[src/rtl/ram32x1d_bist_pkg.sv]
// Shared types and the March C- element table for the RAM32X1D BIST sequencer.
package ram32x1d_bist_pkg;

    typedef enum logic [2:0] {
        ST_IDLE = 3'd0,
        ST_M0   = 3'd1,
        ST_M1   = 3'd2,
        ST_M2   = 3'd3,
        ST_M3   = 3'd4,
        ST_M4   = 3'd5,
        ST_M5   = 3'd6,
        ST_DONE = 3'd7
    } state_e;

    typedef struct packed {
        logic down;    // address order 31 -> 0
        logic rd_en;   // compare SPO/DPO this cycle
        logic rd_val;  // expected read value
        logic wr_en;
        logic wr_val;
    } elem_t;

    localparam logic [4:0] ADDR_LO = 5'd0;
    localparam logic [4:0] ADDR_HI = 5'd31;

    // M0 up(w0), M1 up(r0,w1), M2 up(r1,w0), M3 down(r0,w1), M4 down(r1,w0), M5 up(r0)
    localparam elem_t [0:5] ELEM_TBL = '{
        '{1'b0, 1'b0, 1'b0, 1'b1, 1'b0},
        '{1'b0, 1'b1, 1'b0, 1'b1, 1'b1},
        '{1'b0, 1'b1, 1'b1, 1'b1, 1'b0},
        '{1'b1, 1'b1, 1'b0, 1'b1, 1'b1},
        '{1'b1, 1'b1, 1'b1, 1'b1, 1'b0},
        '{1'b0, 1'b1, 1'b0, 1'b0, 1'b0}
    };

    // IDLE and DONE map to an all-zero element: no read, no write.
    function automatic elem_t elem_of(input state_e s);
        elem_t e;
        e = '0;
        case (s)
            ST_M0:   e = ELEM_TBL[0];
            ST_M1:   e = ELEM_TBL[1];
            ST_M2:   e = ELEM_TBL[2];
            ST_M3:   e = ELEM_TBL[3];
            ST_M4:   e = ELEM_TBL[4];
            ST_M5:   e = ELEM_TBL[5];
            default: e = '0;
        endcase
        return e;
    endfunction

    function automatic state_e next_march(input state_e s);
        state_e n;
        n = ST_IDLE;
        case (s)
            ST_M0:   n = ST_M1;
            ST_M1:   n = ST_M2;
            ST_M2:   n = ST_M3;
            ST_M3:   n = ST_M4;
            ST_M4:   n = ST_M5;
            ST_M5:   n = ST_DONE;
            default: n = ST_IDLE;
        endcase
        return n;
    endfunction

    function automatic logic [4:0] first_addr(input elem_t e);
        return e.down ? ADDR_HI : ADDR_LO;
    endfunction

    function automatic logic [4:0] last_addr(input elem_t e);
        return e.down ? ADDR_LO : ADDR_HI;
    endfunction

endpackage

[src/rtl/ram32x1d_bist_chk.sv]
// Read-data compare for both RAM ports, saturating mismatch counter and
// first-failing-address capture.
module ram32x1d_bist_chk #(
    parameter int ERR_W = 6
) (
    input  logic             clk_i,
    input  logic             rst_ni,
    input  logic             clr_i,
    input  logic             rd_en_i,
    input  logic             exp_i,
    input  logic             spo_i,
    input  logic             dpo_i,
    input  logic [4:0]       addr_i,
    output logic [ERR_W-1:0] err_count_o,
    output logic [4:0]       fail_addr_o
);

    logic [ERR_W-1:0] r_err;
    logic [4:0]       r_fail;
    logic             r_seen;
    logic             w_mis;

    // SPO/DPO are the asynchronous reads of the old content, valid before the edge.
    assign w_mis = rd_en_i && ((spo_i != exp_i) || (dpo_i != exp_i));

    // NOTE: sequential state uses non-blocking assignments so every register
    // samples pre-edge values, independent of statement order.
    always_ff @(posedge clk_i or negedge rst_ni) begin
        if (!rst_ni) begin
            r_err  <= '0;
            r_fail <= '0;
            r_seen <= 1'b0;
        end else if (clr_i) begin
            r_err  <= '0;
            r_fail <= '0;
            r_seen <= 1'b0;
        end else if (w_mis) begin
            if (!(&r_err)) begin
                r_err <= r_err + 1'b1;
            end
            if (!r_seen) begin
                r_fail <= addr_i;
                r_seen <= 1'b1;
            end
        end
    end

    assign err_count_o = r_err;
    assign fail_addr_o = r_fail;

endmodule

[src/rtl/ram32x1d_bist_ctrl.sv]
// March C- sequencer for an external RAM32X1D: one address per cycle, six
// elements of 32 cycles each, read and write sharing a cycle in M1..M4.
module ram32x1d_bist_ctrl
    import ram32x1d_bist_pkg::*;
#(
    parameter int ERR_W = 6
) (
    input  logic             clk_i,
    input  logic             rst_ni,
    input  logic             start_i,
    output logic             busy_o,
    output logic             done_o,
    output logic             pass_o,
    output logic [ERR_W-1:0] err_count_o,
    output logic [4:0]       fail_addr_o,
    output logic             ram_we_o,
    output logic             ram_d_o,
    output logic [4:0]       ram_a_o,
    output logic [4:0]       ram_dpra_o,
    input  logic             ram_spo_i,
    input  logic             ram_dpo_i
);

    state_e     r_state;
    logic [4:0] r_addr;
    logic       r_we;
    logic       r_d;
    logic       r_busy;
    logic       r_done;

    elem_t            w_elem;
    elem_t            w_next;
    state_e           w_next_state;
    logic             w_start;
    logic             w_last;
    logic [ERR_W-1:0] w_err_count;

    assign w_elem       = elem_of(r_state);
    assign w_next_state = next_march(r_state);
    assign w_next       = elem_of(w_next_state);
    assign w_start      = start_i && ((r_state == ST_IDLE) || (r_state == ST_DONE));
    assign w_last       = (r_addr == last_addr(w_elem));

    always_ff @(posedge clk_i or negedge rst_ni) begin
        if (!rst_ni) begin
            r_state <= ST_IDLE;
            r_addr  <= '0;
            r_we    <= 1'b0;
            r_d     <= 1'b0;
            r_busy  <= 1'b0;
            r_done  <= 1'b0;
        end else begin
            case (r_state)
                ST_IDLE, ST_DONE: begin
                    if (w_start) begin
                        r_state <= ST_M0;
                        r_addr  <= first_addr(ELEM_TBL[0]);
                        r_we    <= ELEM_TBL[0].wr_en;
                        r_d     <= ELEM_TBL[0].wr_val;
                        r_busy  <= 1'b1;
                        r_done  <= 1'b0;
                    end
                end
                ST_M0, ST_M1, ST_M2, ST_M3, ST_M4, ST_M5: begin
                    if (!w_last) begin
                        r_addr <= w_elem.down ? r_addr - 5'd1 : r_addr + 5'd1;
                    end else begin
                        // The next element's control values are loaded together with its start address.
                        r_state <= w_next_state;
                        r_addr  <= first_addr(w_next);
                        r_we    <= w_next.wr_en;
                        r_d     <= w_next.wr_val;
                        if (w_next_state == ST_DONE) begin
                            r_busy <= 1'b0;
                            r_done <= 1'b1;
                        end
                    end
                end
                default: begin
                    r_state <= ST_IDLE;
                    r_we    <= 1'b0;
                    r_d     <= 1'b0;
                    r_busy  <= 1'b0;
                    r_done  <= 1'b0;
                end
            endcase
        end
    end

    ram32x1d_bist_chk #(
        .ERR_W(ERR_W)
    ) u_chk (
        .clk_i      (clk_i),
        .rst_ni     (rst_ni),
        .clr_i      (w_start),
        .rd_en_i    (w_elem.rd_en),
        .exp_i      (w_elem.rd_val),
        .spo_i      (ram_spo_i),
        .dpo_i      (ram_dpo_i),
        .addr_i     (r_addr),
        .err_count_o(w_err_count),
        .fail_addr_o(fail_addr_o)
    );

    assign busy_o      = r_busy;
    assign done_o      = r_done;
    assign pass_o      = r_done && (w_err_count == '0);
    assign err_count_o = w_err_count;
    assign ram_we_o    = r_we;
    assign ram_d_o     = r_d;
    assign ram_a_o     = r_addr;
    assign ram_dpra_o  = r_addr;

endmodule

[config.mk]
export PLATFORM = sky130hd
export DESIGN_NAME = ram32x1d_bist_ctrl
export DESIGN_NICKNAME = d
export VERILOG_FILES = /design/src/rtl/ram32x1d_bist_pkg.sv /design/src/rtl/ram32x1d_bist_chk.sv /design/src/rtl/ram32x1d_bist_ctrl.sv
export SDC_FILE = /design/constraint.sdc
export NUM_CORES = 1
export LEC_CHECK = 0
export ABC_AREA = 1
export CAP_MARGIN = 10
export CORE_AREA = 2 2 58 60
export DETAILED_ROUTE_END_ITERATION = 8
export DIE_AREA = 0 0 60 62
export PLACE_DENSITY = 0.81
export SETUP_SLACK_MARGIN = 0.05
export SLEW_MARGIN = 10
export SYNTH_ARGS = -nofsm -noshare
export SYNTH_HDL_FRONTEND = slang
export SYNTH_SLANG_ARGS = --single-unit
[constraint.sdc]
create_clock -name clk_i -period 3.6 [get_ports clk_i]
set_clock_uncertainty 0.05 [all_clocks]
set_input_delay 0.54 -clock clk_i [delete_from_list [all_inputs] [get_ports clk_i]]
set_output_delay 0.54 -clock clk_i [all_outputs]
set_load 0.005 [all_outputs]
Yosys cells after proc, flatten, opt, wreduce, memory -nomap -nowiden
Cells that the tools add are included.
{"block": "word_totals", "ff_bits": 24, "out_inout_bits": 26, "wordCells": 81}
{"block": "op_classes", "add_sub_neg": 3, "eq_ne": 22, "muxes": 32, "reduce_logical": 15}
{"cell": "5-bit one-hot mux with 6 select lines", "n": 2}
{"cell": "5-bit 2-to-1 mux", "n": 8}
{"cell": "3-bit == test, second input constant", "n": 8}
{"cell": "6-bit 2-to-1 mux", "n": 3}
{"cell": "3-bit one-hot mux with 6 select lines", "n": 1}
{"cell": "3-bit by 2-bit == test with 1-bit output, second input constant", "n": 4}
{"cell": "1-bit 2-to-1 mux", "n": 10}
{"cell": "5-bit one-hot mux with 2 select lines", "n": 1}
{"cell": "1-bit one-hot mux with 2 select lines", "n": 4}
{"cell": "6-bit by 1-bit adder with 6-bit output, second input constant", "n": 1}
{"cell": "3-bit by 1-bit == test with 1-bit output, second input constant", "n": 2}
{"cell": "6-bit zero test", "n": 1}
{"cell": "3-bit 2-to-1 mux", "n": 2}
{"cell": "2-bit by 1-bit inequality test with 1-bit output, second input constant", "n": 3}
{"cell": "3-bit one-hot mux with 2 select lines", "n": 1}
{"cell": "2-bit AND reduction", "n": 3}
{"cell": "6-bit AND reduction", "n": 1}
{"cell": "6-bit OR reduction", "n": 1}
{"cell": "5-bit by 1-bit adder with 5-bit output, second input constant", "n": 1}
{"cell": "5-bit == test", "n": 1}
{"cell": "5-bit by 1-bit subtractor with 5-bit output, second input constant", "n": 1}
{"cell": "2-bit inequality test, second input constant", "n": 2}
{"cell": "1-bit logical AND", "n": 3}
{"cell": "3-bit zero test", "n": 1}
{"cell": "5 further kinds", "n": 7}

Longest topological paths before layout
Gate-level depths: netlist (run 1).
{"block": "depth", "ltp_word": 7, "depth_mapped": 12, "ltp_nobuf": 11}

Modules after synthesis
A second synthesis (run 1) with hierarchy kept.
{"block": "unflattened", "cells_unflattened": 205, "area_unflattened_um2": 1546.5}
{"module": "ram32x1d_bist_ctrl", "instances": 1, "cells_each": 119, "area_each_um2": 887.1, "seq_area_each_um2": 300.3}
{"module": "ram32x1d_bist_chk", "instances": 1, "cells_each": 86, "area_each_um2": 659.4, "seq_area_each_um2": 300.3}

Worst setup path before layout (run 1)
No wires, ideal clock.
{"block": "synth_path", "path_kind": "register -> register", "from": "register r_state[1]", "to": "register r_state[0]", "setup_ns": 0.122, "arrival_time_ns": 1.793, "slack_ns": 1.634, "path_stages_with_launch": 12, "synth_period_minus_slack_ns": 1.966, "cell_sequence": "dfrtp_1 buf_2 inv_1 ha_1 ha_1 nand3_1 nor2_1 nand2_1 nand2_1 nand2_2 nand2_1 o21ai_1"}
{"block": "synth_between", "elab_chain_cells": 6, "word_cells_on_any_way": 21, "cone_classes": "eq/ne (10); mux (5); reduce/logical (6)"}
{"item": "start: declaration", "line": "ram32x1d_bist_ctrl.sv:24", "source": "state_e r_state;"}
{"item": "start signal: assignment", "line": "ram32x1d_bist_ctrl.sv:69", "source": "r_state <= w_next_state;"}
{"item": "3-bit == test, or another cell as far along", "line": "ram32x1d_bist_pkg.sv:40, ram32x1d_bist_pkg.sv:55, ram32x1d_bist_ctrl.sv:53"}
{"item": "5-bit one-hot mux with 6 select lines", "line": "ram32x1d_bist_pkg.sv:40", "source": "case (s)"}
{"item": "5-bit 2-to-1 mux", "line": "ram32x1d_bist_pkg.sv:72", "source": "return e.down ? ADDR_LO : ADDR_HI;"}
{"item": "5-bit == test", "line": "ram32x1d_bist_ctrl.sv:42", "source": "assign w_last = (r_addr == last_addr(w_elem));"}
{"item": "2-bit inequality test (no line)"}
{"item": "2-bit AND reduction (no line)"}
Parallel ways exist; a longest one is shown, timed or not. The select of a mux whose other input is x is not followed.
A chain may end at the register's enable or synchronous reset.

Worst setup path after layout (run 1)
{"block": "layout_path", "from": "register u_chk.r_err[0] (netlist: u_chk.err_count_o[0])", "to": "output pass_o"}
{"block": "layout_between", "elab_chain_cells": 2}
{"item": "start: declaration", "line": "ram32x1d_bist_chk.sv:18", "source": "logic [ERR_W-1:0] r_err;"}
{"item": "start signal: assignment", "line": "ram32x1d_bist_chk.sv:39", "source": "r_err <= r_err + 1'b1;"}
{"item": "6-bit zero test", "line": "ram32x1d_bist_ctrl.sv:107", "source": "assign pass_o = r_done && (w_err_count == '0);"}
{"item": "1-bit logical AND", "line": "ram32x1d_bist_ctrl.sv:107"}
{"item": "end: declaration", "line": "ram32x1d_bist_ctrl.sv:13", "source": "output logic pass_o,"}
No other way between the ends.

==> metrics.csv, run 1 <==
metric,value,unit
Setup Viol. Count Final,0,
Antenna Nets Post-Route,0,
Pre-Repair DR Iteration Count,4,
placed cell areas,1920,sq um
Initial Util,0.515,
pre-CTS setup slack,1360,ps
number of port buffers,30,
Vias,1477,
Yosys reg bits,24,
Starting DRT DRC Count,86,
DRC viols,0,
largest net degree at the start of global routing,27,
CP Cell Sequence,inv_1 -> ha_1 -> nand4_1 -> nor3_1 -> clkdlybuf4s50_1,
H-tree level count,1,
fin nets,275,
Startpoint Class,register,
"Distinct cells, synth",23,
synthesized area,1640,sq um
asr flop ratio synth,1.00,
Skew-Pair Late Insertion Delay,310,ps
critical path class,reg -> out,
# fillers,295,
total wire length,3210,microns
CP peak stage delay,520,ps
DR WL/cell,10.5,microns
RSZ-0062 raised after global routing,no,
vias in the first global route,1310,
Syn Inst Count,236,
CP top delay family,buffers and inverters,
Diodes inserted,0,
Die W,60,microns
Buffers & Inverters on Critical Path,2,
status,"complete, no violations",
max_slew headroom,0.272,
Die ar.,3720,sq um
TritonCTS clock tree,built,
Worst Path Max Fanout,6,
GPL Wtd Cong,0.851,
"Reg clk slew, reported paths",140,ps
Syn Area/Cell,6.93,sq um
Syn Nets,249,
clock root buffer,clkbuf_4,
Slew @ Worst Pin,1090,ps
Cell Pwr Density,371,nW/um^2
Max Cap Viol,0,
dominant cell type by area after synthesis,dfrtp_1,
Rows,21,
Post-CTS Setup Repair Bufs,0,
worst vdd ir,0.158,mV
Crit-path slowest cell,clkdlybuf4s50_1,
final worst setup slack,1210,ps
Post-synth top cells,"81 x nand2_1, 38 x inv_1, 28 x nand3_1",
Seq. cell area,601,sq um
I/O Pins,31,
initial antenna violation count,0,
Final Util,0.622,
vias per cell,4.81,
CTS resizes,0,
cells on worst reg2reg path,10,
Final Cell Area,1980,sq um
most frequent cell after synthesis,nand2_1,
Die H,62,microns
Yosys Warn Count,0,
Synth top area share,0.367,
hold path depth,2,
area of the multi-input gates,820,sq um
first-pass GRT wire length,5510,microns
clock sinks,24,
Post-CTS Hold Buffers,0,
Final TNS setup,0,ps
top_reg_cell synth,dfrtp_1,
register area share after synthesis,0.367,
"Data arrival, critical path",1800,ps
GRT Total Usage,0.195,
count of final max-slew check failures,0,
Hold Path Class,reg -> reg,
number of synthesized flops with an enable pin,0,
CP Data Required Time,3010,ps
share of cells above drive strength 1,0.0498,
Crit. path cell count,5,
Synth area leaders,"dfrtp_1 37%, nand2_1 19%, inv_1 8.7%",
LEAKAGE,1.08,nW
GR Overflow Total,0,
Area growth syn-to-layout,20.8,%
Design Power,0.000733,W
endpoints failing hold,0,
Crit. End Element,output pin,
min Tclk post-route,2390,ps
CTS buffer count,3,
Core ar.,3180,sq um
Tcrit/Tclk final,0.664,
DP Wirelength,2480,microns
worst-case clock buffer depth,2,
Max Clk Rate,419,MHz
[cell type report]
type / instances / share of cell area
clock buffers: 3 / 0.0114
well taps: 46 / 0.0291
inverters: 39 / 0.0741
flip-flops and latches: 24 / 0.304
repair buffers: 30 / 0.152
clock inverters: 1 / 0.0152
multi-input cells: 164 / 0.415
[placed cells by master, fill, tap and decap left out, types with 2 or more instances in the layout]
master	instances
clkdlybuf4s50_1	30
o21ai_1	2
nand2_2	4
a21oi_1	4
dfrtp_1	24
clkbuf_4	3
nor3_1	2
inv_1	38
nand4_1	4
o21ai_0	7
ha_1	7
nor2_1	18
nand3_1	28
nand2_1	81
[stage by stage]
stage,instances,hold slack (ps)
floorplan,236,194
finish,307,450
global route,307,496
detailed placement,303,419
global placement,303,413
CTS,307,453
[path summary, 6_finish.rpt]
| path | from | to | slack [ps] |
|---|---|---|---|
| max | u_chk.err_count_o[0] | pass_o | 1210 |
| min | ram_we_o | ram_we_o | 450 |
| max reg2reg | r_state[1] | ram_d_o | 1320 |
| min reg2reg | ram_we_o | ram_we_o | 450 |
| max in group asynchronous | rst_ni | u_chk.err_count_o[3] | 2100 |
| min in group asynchronous | rst_ni | u_chk.err_count_o[5] | 740 |
[state kept, by name, summed over array words and instances, names as in the netlist]
register           count
r_state                3
busy_o                 1
u_chk.fail_addr_o      5
ram_a_o                5
ram_d_o                1
u_chk.r_seen           1
done_o                 1
ram_we_o               1
u_chk.err_count_o      6
[where the power goes]
part           internal, W  switching [W]  total, W
logic             0.000105      0.0000908  0.000195
clock network     0.000112      0.0000825  0.000195
registers         0.000301      0.0000412  0.000342
[logic make-up after synthesis]
family          Yosys count  synth area share
buf+inv                  48             0.132
compound gates           14            0.0451
flops                    24             0.367
xor+xnor                  1           0.00535
simple gates            141             0.385
fa+ha+maj                 8            0.0657
[worst register-to-register path: stages, from the launching register on]
cell and delay [ps]:
dfrtp_1 540, inv_1 130, ha_1 300, ha_1 410, nand3_1 90, nor2_1 130, nand2_1 150, nand2_1 130
nand2_2 120, nand2_1 80, o21ai_1 50
[routing by layer]
layer / vias to the layer above / GRT usage / share of wire
met2: 26 / 0.317 / 0.46
li1: 785 / - / -
met4: 0 / 0.0889 / 0.014
met1: 662 / 0.258 / 0.50
met5: - / 0 / 0
met3: 4 / 0.0290 / 0.026
Note: power is estimated with default switching activity, not from simulation.
==> run 2, diff against run 1 <==
--- a/config.mk
+++ b/config.mk
@@ -7,10 +7,10 @@
 export LEC_CHECK = 0
 export ABC_AREA = 1
 export CAP_MARGIN = 10
-export CORE_AREA = 2 2 58 60
+export CORE_AREA = 2 2 63 65
 export DETAILED_ROUTE_END_ITERATION = 8
-export DIE_AREA = 0 0 60 62
-export PLACE_DENSITY = 0.81
+export DIE_AREA = 0 0 65 67
+export PLACE_DENSITY = 0.73
 export SETUP_SLACK_MARGIN = 0.05
 export SLEW_MARGIN = 10
 export SYNTH_ARGS = -nofsm -noshare
==> constraint.sdc (replaced) <==
create_clock -name clk_i -period 2 [get_ports clk_i]
set_clock_uncertainty 0.05 [all_clocks]
set_input_delay 0.3 -clock clk_i [delete_from_list [all_inputs] [get_ports clk_i]]
set_output_delay 0.3 -clock clk_i [all_outputs]
set_load 0.005 [all_outputs]
==> run 2 against run 1 <==
Utilization down 4.6 points. Clock power up 120%. Register-to-register slack worse by 1100 ps. Largest power group unchanged. Critical path depth up 4. Worst hold slack worse by 120 ps. Sequential cell count unchanged. Final cell count up 2.3%. Highest routed layer unchanged.
==> metrics.csv, run 2 (synthesis results as in run 1) <==
metric,value,unit,change
status,"complete, no violations",,unchanged
vias per cell,4.84,,was 4.81
RR Endpoint,r_state[0],,was ram_d_o
CP top delay family,simple AND/OR/NAND/NOR gates,,was buffers and inverters
Tcrit/Tclk final,0.913,,
CTS buffer count,3,,unchanged
most common library cell in the layout ignoring fill and taps,nand2_1,,unchanged
LEAKAGE,1.13,nW,was 1.08 nW
vias in the first global route,1374,,was 1310
Crit. path cell count,9,,was 5
Worst Path Max Fanout,8,,was 6
Final TNS setup,0,ps,unchanged
worst vdd ir,0.366,mV,was 0.158 mV
Startpoint Class,register,,unchanged
Diodes inserted,0,,unchanged
I/O Pins,31,,unchanged
Max Cap Viol,0,,unchanged
H-tree level count,1,,unchanged
Crit-path slowest cell,dfrtp_1,,was clkdlybuf4s50_1
Setup Viol. Count Final,0,,unchanged
Area growth syn-to-layout,26.9,%,was 20.8%
Final Cell Area,2080,sq um,was 1980 sq um
worst-case clock buffer depth,2,,unchanged
DP Wirelength,2610,microns,was 2480 microns
Antenna Nets Post-Route,0,,unchanged
critical path class,reg -> reg,,was reg -> out
Crit. End Element,register,,was output pin
Slew @ Worst Pin,329,ps,was 1090 ps
clock root buffer,clkbuf_8,,was clkbuf_4
initial antenna violation count,0,,unchanged
reg2reg setup slack,170,ps,was 1320 ps
Vias,1519,,was 1477
GRT Total Usage,0.178,,was 0.195
clock sinks,24,,unchanged
Initial Util,0.454,,was 0.515
max_slew headroom,0.778,,was 0.272
Die ar.,4360,sq um,was 3720 sq um
Skew-Pair Late Insertion Delay,270,ps,was 310 ps
GPL Wtd Cong,0.945,,was 0.851
RSZ-0062 raised after global routing,no,,unchanged
number of port buffers,30,,unchanged
Rows,22,,was 21
CP Cell Sequence,ha_4 -> ha_1 -> nand3_1 -> nor2_2 -> nand2_2 -> nand2_1 -> nand2_2 -> nand2_1 -> o21ai_1,,was inv_1 -> ha_1 -> nand4_1 -> nor3_1 -> clkdlybuf4s50_1
TritonCTS clock tree,built,,unchanged
"Data arrival, critical path",1940,ps,was 1800 ps
Buffers & Inverters on Critical Path,0,,was 2
largest net degree at the start of global routing,27,,unchanged
total wire length,3540,microns,was 3210 microns
Cell Pwr Density,687,nW/um^2,was 371 nW/um^2
first-pass GRT wire length,6010,microns,was 5510 microns
"commonest non-fill, non-tap cells in the layout","80 x nand2_1, 37 x inv_1, 29 x clkdlybuf4s50_1, 28 x nand3_1, 24 x dfrtp_1",,"was 81 x nand2_1, 38 x inv_1, 30 x clkdlybuf4s50_1, 28 x nand3_1, 24 x dfrtp_1"
Pre-Repair DR Iteration Count,4,,unchanged
count of final max-slew check failures,0,,unchanged
share of cells above drive strength 1,0.0902,,was 0.0498
endpoints failing hold,0,,unchanged
CP Data Required Time,2110,ps,was 3010 ps
Design Power,0.00143,W,was 0.000733 W
crit path from,r_state[2],,was u_chk.err_count_o[0]
worst setup path endpoint,r_state[0],,was pass_o
Hold Path Class,in -> async,,was reg -> reg
DRC viols,0,,unchanged
Die H,67,microns,was 62 microns
"Reg clk slew, reported paths",90,ps,was 140 ps
Starting DRT DRC Count,83,,was 86
Max Clk Rate,548,MHz,
Post-CTS Hold Buffers,0,,unchanged
DR WL/cell,11.3,microns,was 10.5 microns
RR Startpoint,r_state[2],,was r_state[1]
Die W,65,microns,was 60 microns
fin nets,280,,was 275
CP peak stage delay,420,ps,was 520 ps
cells on worst reg2reg path,9,,was 10
Core ar.,3610,sq um,was 3180 sq um
max FFs per register,6,,unchanged
GR Overflow Total,0,,unchanged
placed cell areas,1980,sq um,was 1920 sq um
min Tclk post-route,1830,ps,
[run 2: changes by cell type in the layout (fill, tap and decap cells not counted), moves of 3 or more]
cell | before | now
buf_4 | 0 | 5
clkbuf_4 | 3 | 0
clkbuf_8 | 0 | 3
ha_1 | 7 | 4
ha_4 | 0 | 3
[run 2: area by class of cell]
class	instances	area, sq um
Fill cell	343	1530
Multi-Input combinational cell	164	862
Sequential cell	24	601
Timing Repair Buffer	35	337
Inverter	39	146
Tap cell	48	60.1
Clock buffer	3	41.3
Clock inverter	1	30.0
[run 2: metrics by stage]
step	utilization	cells	setup WS, ps	hold WS [ps]
4_1_cts	0.572	314	105	341
6_report	0.576	314	174	326
3_5_place_dp	0.548	308	116	433
5_1_grt	0.576	314	67.2	370
2_1_floorplan	-	236	129	-45.6
3_3_place_gp	0.548	308	195	423
[run 2: power by group]
part | internal, W | switching (W)
combinational | 0.000208 | 0.000186
sequential | 0.000542 | 0.0000602
clock | 0.000268 | 0.000162
[run 2: what timing repair did]
item / in CTS / in global routing
buffers inserted: 2 / 0
setup endpoints to repair: 1 / 10
resized for setup: 1 / 4
[run 2: worst min path at each step]
| stage | start | end | slack, ps | cells past startpoint |
|---|---|---|---|---|
| after CTS | rst_ni | u_chk.err_count_o[3] | 340 | 2 |
| after global placement | ram_we_o | ram_we_o | 420 | 2 |
| after floorplan | rst_ni | busy_o | -50 | 0 |
| final | rst_ni | u_chk.err_count_o[3] | 330 | 2 |
| after global routing | rst_ni | u_chk.err_count_o[3] | 370 | 2 |
| after detailed placement | ram_we_o | ram_we_o | 430 | 2 |
[run 2: per-layer routing]
layer	share of wire	track usage
met4	0.014	0.0798
met3	0.027	0.0203
met5	0	0
met1	0.47	0.231
met2	0.48	0.298
==> run 3, diff against run 2 <==
--- a/config.mk
+++ b/config.mk
@@ -8,8 +8,10 @@
 export ABC_AREA = 1
 export CAP_MARGIN = 10
 export CORE_AREA = 2 2 63 65
+export CTS_CLUSTER_DIAMETER = 120
 export DETAILED_ROUTE_END_ITERATION = 8
 export DIE_AREA = 0 0 65 67
+export MAX_ROUTING_LAYER = met4
 export PLACE_DENSITY = 0.73
 export SETUP_SLACK_MARGIN = 0.05
 export SLEW_MARGIN = 10
==> run 3 against run 2 <==
Worst setup slack hardly changed. Global-route usage is 0.48 points higher. Die area stayed put. Routed wire length stayed put. Worst hold slack stayed put. Via count stayed put. Fmax hardly changed. Clock power hardly changed. Critical endpoint unchanged.
==> metrics.csv, run 3 (synthesis results as in run 1) <==
metric,value,unit,change
placed cell areas,1980,sq um,unchanged
H-tree level count,1,,unchanged
vias per cell,4.84,,unchanged
Fin Hold WS,326,ps,unchanged
Initial Util,0.454,,unchanged
Tcrit/Tclk final,0.913,,about the same
CP Cell Sequence,ha_4 -> ha_1 -> nand3_1 -> nor2_2 -> nand2_2 -> nand2_1 -> nand2_2 -> nand2_1 -> o21ai_1,,unchanged
Skew-Pair Late Insertion Delay,270,ps,about the same
Crit. End Element,register,,unchanged
first-pass GRT wire length,6010,microns,unchanged
Setup Viol. Count Final,0,,unchanged
Area growth syn-to-layout,26.9,%,unchanged
Die ar.,4360,sq um,unchanged
Diodes inserted,0,,unchanged
Core ar.,3610,sq um,unchanged
worst vdd ir,0.366,mV,unchanged
Final Util,0.576,,unchanged
Rows,22,,unchanged
clock sinks,24,,unchanged
Die W,65,microns,unchanged
"Reg clk slew, reported paths",90,ps,about the same
CP peak stage delay,420,ps,about the same
share of cells above drive strength 1,0.0902,,unchanged
I/O Pins,31,,unchanged
"Data arrival, critical path",1940,ps,about the same
cells on worst reg2reg path,9,,unchanged
Vias,1519,,unchanged
CTS buffer count,3,,unchanged
vias in the first global route,1374,,unchanged
LEAKAGE,1.13,nW,unchanged
RSZ-0062 raised after global routing,no,,unchanged
min Tclk post-route,1830,ps,about the same
DRC viols,0,,unchanged
CP Data Required Time,2110,ps,about the same
total wire length,3540,microns,unchanged
largest net degree at the start of global routing,27,,unchanged
Max Cap Viol,0,,unchanged
worst-case clock buffer depth,2,,unchanged
Pre-Repair DR Iteration Count,4,,unchanged
Post-CTS Hold Buffers,0,,unchanged
DP Wirelength,2610,microns,unchanged
Startpoint Class,register,,unchanged
Hold Path Class,in -> async,,unchanged
status,"complete, no violations",,unchanged
Die H,67,microns,unchanged
most common library cell in the layout ignoring fill and taps,nand2_1,,unchanged
Final TNS setup,0,ps,unchanged
initial antenna violation count,0,,unchanged
critical path class,reg -> reg,,unchanged
GRT Total Usage,0.183,,was 0.178
GPL Wtd Cong,0.962,,was 0.945
endpoints failing hold,0,,unchanged
TritonCTS clock tree,built,,unchanged
max_slew headroom,0.778,,unchanged
fin nets,280,,unchanged
Worst Path Max Fanout,8,,unchanged
max FFs per register,6,,unchanged
"commonest non-fill, non-tap cells in the layout","80 x nand2_1, 37 x inv_1, 29 x clkdlybuf4s50_1, 28 x nand3_1, 24 x dfrtp_1",,unchanged
count of final max-slew check failures,0,,unchanged
Slew @ Worst Pin,329,ps,unchanged
Cell Pwr Density,687,nW/um^2,unchanged
Starting DRT DRC Count,83,,unchanged
Antenna Nets Post-Route,0,,unchanged
number of port buffers,30,,unchanged
clock root buffer,clkbuf_8,,unchanged
Final Cell Area,2080,sq um,unchanged
GR Overflow Total,0,,unchanged
DR WL/cell,11.3,microns,unchanged
Max Clk Rate,548,MHz,about the same
Crit-path slowest cell,dfrtp_1,,unchanged
run 3: cell counts in the layout (fill, tap and decap cells not counted):
Identical to the previous run, type by type.
run 3: final cells by class:
| class | instances | area [sq um] |
|---|---|---|
| multi-input cells | 164 | 862 |
| repair buffers | 35 | 337 |
| well taps | 48 | 60.1 |
| clock inverters | 1 | 30.0 |
| flip-flops and latches | 24 | 601 |
| fillers | 343 | 1530 |
| inverters | 39 | 146 |
| clock buffers | 3 | 41.3 |
run 3: what timing repair did:
item | CTS | global route
pin swaps | 0 | 0
resized for setup | 1 | 4
setup endpoints to repair | 1 | 10
setup buffers | 2 | 0
hold endpoints to repair | 0 | 0
run 3: worst paths after layout:
| kind | to | start | slack, ps |
|---|---|---|---|
| worst max-delay path | r_state[0] | r_state[2] | 170 |
| worst min-delay path | u_chk.err_count_o[3] | rst_ni | 330 |
| worst max register to register | r_state[0] | r_state[2] | 170 |
| worst min register to register | ram_we_o | ram_we_o | 450 |
| max in group asynchronous | u_chk.fail_addr_o[1] | rst_ni | 1330 |
| min in group clk_i | ram_we_o | ram_we_o | 450 |
run 3: where the power goes:
part | total (W) | internal, W | switching, W
clock | 0.000430 | 0.000268 | 0.000162
sequential | 0.000602 | 0.000542 | 0.0000602
combinational | 0.000394 | 0.000208 | 0.000186
run 3: layer usage:
| metal | vias up | global-route usage | part of all wire |
|---|---|---|---|
| met1 | 699 | 0.231 | 0.47 |
| met3 | 4 | 0.0203 | 0.027 |
| li1 | 790 | - | - |
| met4 | 0 | 0.0798 | 0.014 |
| met2 | 26 | 0.298 | 0.48 |
| met5 | - | - | 0 |
run 3: worst max-delay path: cells and delay by family, from the launching register on:
kind | cells | cell delay [ps]
AO/OA/AOI/OAI | 1 | 60
adder cells (fa/ha/maj) | 2 | 510
AND/OR/NAND/NOR | 6 | 670
flip-flops | 1 | 420
run 3: stage by stage:
step	total power, W	setup WS [ps]	std cells
2_1_floorplan	0.000806	129	236
3_3_place_gp	0.000972	195	308
3_5_place_dp	0.000984	116	308
4_1_cts	0.00143	105	314
5_1_grt	0.00152	67.2	314
6_report	0.00143	174	314
